## src/rtl/atm_auth_responder.sv

```systemverilog
// atm_auth_responder: PIN verification, withdrawal approval and balance keeping for one ATM account
module atm_auth_responder #(
  parameter logic [15:0] PIN_CODE     = 16'h1234,
  parameter logic [15:0] INIT_BALANCE = 16'd1000,
  parameter logic [1:0]  MAX_TRIES    = 2'd3
) (
  input  logic        clk,
  input  logic        rst_n,
  input  logic        card_inserted,
  input  logic        digit_valid,
  input  logic [3:0]  digit,
  input  logic        amount_valid,
  input  logic [15:0] amount,
  input  logic        dispense_cash,
  output logic        pin_correct,
  output logic        balance_ok,
  output logic        card_locked,
  output logic        amount_reject,
  output logic [15:0] balance
);
  typedef enum logic [2:0] {IDLE, PIN_ENTRY, PIN_OK, AMT_OK, LOCKED} state_t;
  state_t state, n_state;
  logic [15:0] pin_reg, n_pin, amt, n_amt, n_bal, shifted;
  logic [2:0]  cnt, n_cnt;
  logic [1:0]  fails, n_fails;
  logic        n_rej;
  // Session state, counters and registered flags; reset discards any pending amount
  always_ff @(posedge clk or negedge rst_n) begin
    if (!rst_n) begin
      state         <= IDLE;
      pin_reg       <= '0;
      cnt           <= '0;
      fails         <= '0;
      amt           <= '0;
      balance       <= INIT_BALANCE;
      amount_reject <= 1'b0;
      pin_correct   <= 1'b0;
      balance_ok    <= 1'b0;
      card_locked   <= 1'b0;
    end else begin
      state         <= n_state;
      pin_reg       <= n_pin;
      cnt           <= n_cnt;
      fails         <= n_fails;
      amt           <= n_amt;
      balance       <= n_bal;
      amount_reject <= n_rej;
      pin_correct   <= (n_state == PIN_OK) || (n_state == AMT_OK);
      balance_ok    <= n_state == AMT_OK;
      card_locked   <= n_state == LOCKED;
    end
  end
  // Next-state logic; the fail counter survives card removal so lockout spans sessions
  always_comb begin
    n_state = state;
    n_pin   = pin_reg;
    n_cnt   = cnt;
    n_fails = fails;
    n_amt   = amt;
    n_bal   = balance;
    n_rej   = 1'b0;
    shifted = {pin_reg[11:0], digit};
    case (state)
      IDLE: if (card_inserted) begin
        n_state = PIN_ENTRY;
        n_cnt   = '0;
        n_pin   = '0;
      end
      PIN_ENTRY: begin
        if (!card_inserted) n_state = IDLE;
        else if (digit_valid && digit <= 4'd9) begin
          if (cnt == 3'd3) begin
            n_cnt = '0;
            n_pin = '0;
            if (shifted == PIN_CODE) begin
              n_state = PIN_OK;
              n_fails = '0;
            end else begin
              n_fails = fails + 2'd1;
              if (n_fails == MAX_TRIES) n_state = LOCKED;
            end
          end else begin
            n_pin = shifted;
            n_cnt = cnt + 3'd1;
          end
        end
      end
      PIN_OK: begin
        if (!card_inserted) n_state = IDLE;
        else if (amount_valid) begin
          if (amount != 16'd0 && amount <= balance) begin
            n_amt   = amount;
            n_state = AMT_OK;
          end else n_rej = 1'b1;
        end
      end
      AMT_OK: begin
        if (dispense_cash) begin
          n_bal   = (amt <= balance) ? balance - amt : balance;
          n_state = IDLE;
        end else if (!card_inserted) n_state = IDLE;
      end
      LOCKED: n_state = LOCKED;
      default: n_state = IDLE;
    endcase
  end
endmodule

```

## config.mk

```make
export PLATFORM = sky130hd
export DESIGN_NAME = atm_auth_responder
export DESIGN_NICKNAME = d
export VERILOG_FILES = /design/src/rtl/atm_auth_responder.sv
export SDC_FILE = /design/constraint.sdc
export NUM_CORES = 1
export LEC_CHECK = 0
export CAP_MARGIN = 40
export CORE_AREA = 2 2 90 92
export CTS_CLUSTER_DIAMETER = 80
export DETAILED_ROUTE_END_ITERATION = 8
export DIE_AREA = 0 0 92 94
export GPL_ROUTABILITY_DRIVEN = 0
export HOLD_SLACK_MARGIN = 0.1
export PLACE_DENSITY = 0.7
export SYNTH_ARGS = -nofsm -noshare
export SYNTH_HDL_FRONTEND = slang
export SYNTH_SLANG_ARGS = --single-unit
```

## constraint.sdc

```tcl
create_clock -name clk -period 2.1 [get_ports clk]
set_input_delay 0.315 -clock clk [delete_from_list [all_inputs] [get_ports clk]]
set_output_delay 0.315 -clock clk [all_outputs]
set_load 0.05 [all_outputs]
```

==> run summary <==
The number of buffer and inverter instances along the worst setup path is 1. TritonCTS built the clock tree. Of all nets on the critical path, the largest fanout is 7.

The critical path is of the reg -> reg type. The top flip-flop cell by instance count after synthesis was sky130_fd_sc_hd__dfrtp_1. The worst hold path belongs to the class in -> reg.

The routed wirelength normalized by instance count was 16.1 um. The clock period minus worst slack is 2.48 ns. For the post-synthesis cell type count, the log shows 52. The tree built by TritonCTS fans out to 56 sinks.

In this run the power density over the cells is 413 nW/um2. The tools report the minimum setup slack in the final design as -0.376 ns. Setup repair after global routing could not meet its margin everywhere. Sum of met2 wire segment lengths after detailed routing: 4870 um. The biggest cell delay along the critical path works out to 0.65 ns.

The Yosys step of the flow raised 0 warnings. The checks that failed: setup timing. The run gives 0.687 as the core occupancy in the finished layout. Data arrives at the worst endpoint at 2.70 ns. Hold is met by 0.474 ns. For this design, the slowest cell found on the critical path is sky130_fd_sc_hd__dfstp_4. The total I/O pin count is 46. STA classifies the critical path endpoint as a register. In the final design database the tool counted 542 nets. The tools report the length of the first detailed-routing pass in iterations as 4. The area growth from synthesis to layout was 51.3%. The logs give -0.38 ns for the register-to-register setup slack and 0.503 mV for the maximum vdd ir drop. Among cell families on the critical path, the largest total delay comes from compound AO/OA/AOI/OAI gates. Net count after synthesis: 400. Clock-pin slew was measured on the worst setup and hold paths at 0.11 ns.

The initial antenna violation count came out at 0. Buffers inserted during clock tree synthesis total 5. The number of slew-limit violations in the final report came out at 0.

Wires add up to 9430 um. The total track usage is 0.218, and the met3 wire length is 441 um. The number of standard cells after synthesis was 339.

Row generation in the floorplan step produced 32 rows. The cell area that synthesis handed to floorplanning was 3450 um2. In the routed layout, each cell is associated on average with a via count of 5.26.

The pin count of the biggest net entering global routing is 28, and the filler cell count in the final layout is 588. The cell leakage power was 2.54 nW. The detailed placer's ending HPWL was 6900 um; the floorplan die height was 94 um.

The met1 layer wirelength in the final routing is 3980 um, and the first-pass GRT wire length is 15,000 um. The max-capacitance violation count was 0; the depth of the CTS H-tree was 2. At the pin with the least slew margin, the transition time is 0.515 ns. Buffers placed on the I/O ports in this run total 45.

The fraction of final layout cells sized beyond drive strength 1 is 0.384. The logs give 2 for the maximum clock path buffer count and 0.408 for the fraction of the yosys area taken by sequential cells. Final critical-path share of the clock period: 1.18. The detailed router finished its first iteration with 122 violations.

The run finished, with violations left. Signal routing reaches up to met4. The maximum clock frequency is 404 MHz. The number of synthesized flops with an enable pin is 0, and the total vias in the final route is 3,071.

After the flow finishes, the layout carries non-filler instances totaling 584. For the number of global-route vias before repair, the log shows 3,204. The tools report the headroom to the max-slew limit as 0.653.

The number of hold violations in the final report was 0. The async set-or-reset flop fraction in the synthesized netlist works out to 1.00. For the worst-skew pair, the clock arrives at the later sink with an insertion delay of 0.31 ns. The synthesized flop and latch total came out at 56.

For this run, design rule violations remaining after detail routing come to 0. The run gives 0 as the number of inserted diodes. Traced cell by cell, the critical path runs through ha_4 > a21o_1 > a21oi_2 > nor2_2 > a2111oi_4 > a211oi_4 > nor2_4 > buf_12 > mux2i_2. Setup violations remaining at the end of the flow were counted as 34.

For the overall overflow remaining after global route, the log shows 0. Clock skew on the completed layout was measured at 0.00548 ns. Once detail routing completed, the nets flagged for antenna violations numbered 0. The master cell of the clock root buffer was sky130_fd_sc_hd__clkbuf_8.

For the worst setup path, the data required time is 2.33 ns. Including well taps, the total number of placed cells is 567. The floorplan step defined a die boundary enclosing 8650 um2. The tools report the initial cell density of the core as 0.454. The average footprint of a synthesized cell was 10.2 um2; the area of the core was 7610 um2. Measured along the x axis, the die boundary spans 92 um. The worst setup path is launched from a register.
[path summary, 6_finish.rpt]
check / from / to / cells after the start
setup / recovery: balance[9] / balance[1] / 9
hold / removal: amount[14] / amt[14] / 3
setup reg to reg: balance[9] / balance[1] / 9
hold reg to reg: cnt[1] / cnt[1] / 2
max in group asynchronous: rst_n / balance[15] / 3
min in group asynchronous: rst_n / balance[2] / 2
[cell usage after synthesis, types with 6 or more instances]
cell type	instances	area [um2]
sky130_fd_sc_hd__nand2_1	19	71.3
sky130_fd_sc_hd__a21oi_1	21	105
sky130_fd_sc_hd__mux2_2	21	236
sky130_fd_sc_hd__a21o_1	6	45.0
sky130_fd_sc_hd__mux2i_1	13	130
sky130_fd_sc_hd__ha_1	34	425
sky130_fd_sc_hd__o21ai_0	18	90.1
sky130_fd_sc_hd__dfstp_2	6	158
sky130_fd_sc_hd__nor2b_1	7	43.8
sky130_fd_sc_hd__inv_1	40	150
sky130_fd_sc_hd__xnor2_1	6	52.6
sky130_fd_sc_hd__nand3_1	8	40.0
sky130_fd_sc_hd__nor2_1	17	63.8
sky130_fd_sc_hd__a22o_1	12	105
sky130_fd_sc_hd__dfrtp_1	50	1250
[layout make-up]
| type | count | area, um2 | area share |
|---|---|---|---|
| Multi-Input combinational cell | 239 | 2200 | 0.421 |
| Sequential cell | 56 | 1420 | 0.273 |
| Timing Repair Buffer | 139 | 1220 | 0.235 |
| Inverter | 40 | 153 | 0.0292 |
| Tap cell | 102 | 128 | 0.0244 |
| Clock buffer | 5 | 68.8 | 0.0132 |
| Clock inverter | 3 | 25.0 | 0.00479 |
[worst min-delay path: cells and delay by family]
kind | cells | cell delay, ns
multiplexers | 1 | 0.13
buffers and inverters | 2 | 0.32
[power breakdown]
part / switching [mW] / internal, mW
clock: 0.379 / 0.244
sequential: 0.0456 / 1.15
combinational: 0.162 / 0.176
total: 0.586 / 1.57
[what timing repair did]
item	CTS	global route
setup endpoints to repair	34	40
pin swaps	13	19
cloned	0	1
hold buffers	1	0
resized for setup	15	30
endpoints found under the hold margin	8	0
buffers inserted	5	8
[cells by family (layout without fill, tap and decap cells)]
group / after synthesis / after routing / synth area share
xor+xnor: 11 / 11 / 0.0279
fa+ha+maj: 35 / 35 / 0.129
flops: 56 / 56 / 0.408
compound gates: 76 / 76 / 0.149
simple gates: 83 / 83 / 0.128
mux: 34 / 34 / 0.106
buf+inv: 44 / 187 / 0.0511
[per-stage QoR]
step	worst slack [ns]	cell area [um2]	power (mW)	TNS (ns)
floorplan	-0.386	3630	1.37	-8.02
global placement	-0.529	4840	1.52	-13.79
detailed placement	-0.599	4840	1.54	-15.91
CTS	-0.381	5030	2.17	-9.83
global route	-0.501	5220	2.28	-13.39
finish	-0.376	5220	2.16	-9.78
[cell usage in the layout (no fill, tap or decap), types with 6 or more instances in the layout]
master and instances:
sky130_fd_sc_hd__dlymetal6s2s_1 7, sky130_fd_sc_hd__a21o_1 6, sky130_fd_sc_hd__nor2b_1 6, sky130_fd_sc_hd__buf_4 87, sky130_fd_sc_hd__mux2i_1 11, sky130_fd_sc_hd__mux2_4 17, sky130_fd_sc_hd__ha_1 24, sky130_fd_sc_hd__nand3_1 6
sky130_fd_sc_hd__inv_1 35, sky130_fd_sc_hd__nand2_1 18, sky130_fd_sc_hd__xnor2_1 6, sky130_fd_sc_hd__dfrtp_1 41, sky130_fd_sc_hd__a22o_1 12, sky130_fd_sc_hd__clkdlybuf4s50_1 35, sky130_fd_sc_hd__nor2_1 14, sky130_fd_sc_hd__a21oi_1 17
sky130_fd_sc_hd__ha_4 10, sky130_fd_sc_hd__o21ai_0 14, sky130_fd_sc_hd__dfrtp_2 9
[metal layers]
| layer | vias to the layer above | global-route usage |
|---|---|---|
| met5 | - | 0 |
| met4 | 0 | 0.0622 |
| met2 | 76 | 0.395 |
| met3 | 8 | 0.0225 |
| li1 | 1497 | - |
| met1 | 1490 | 0.275 |
(Power assumes the default switching activity.)
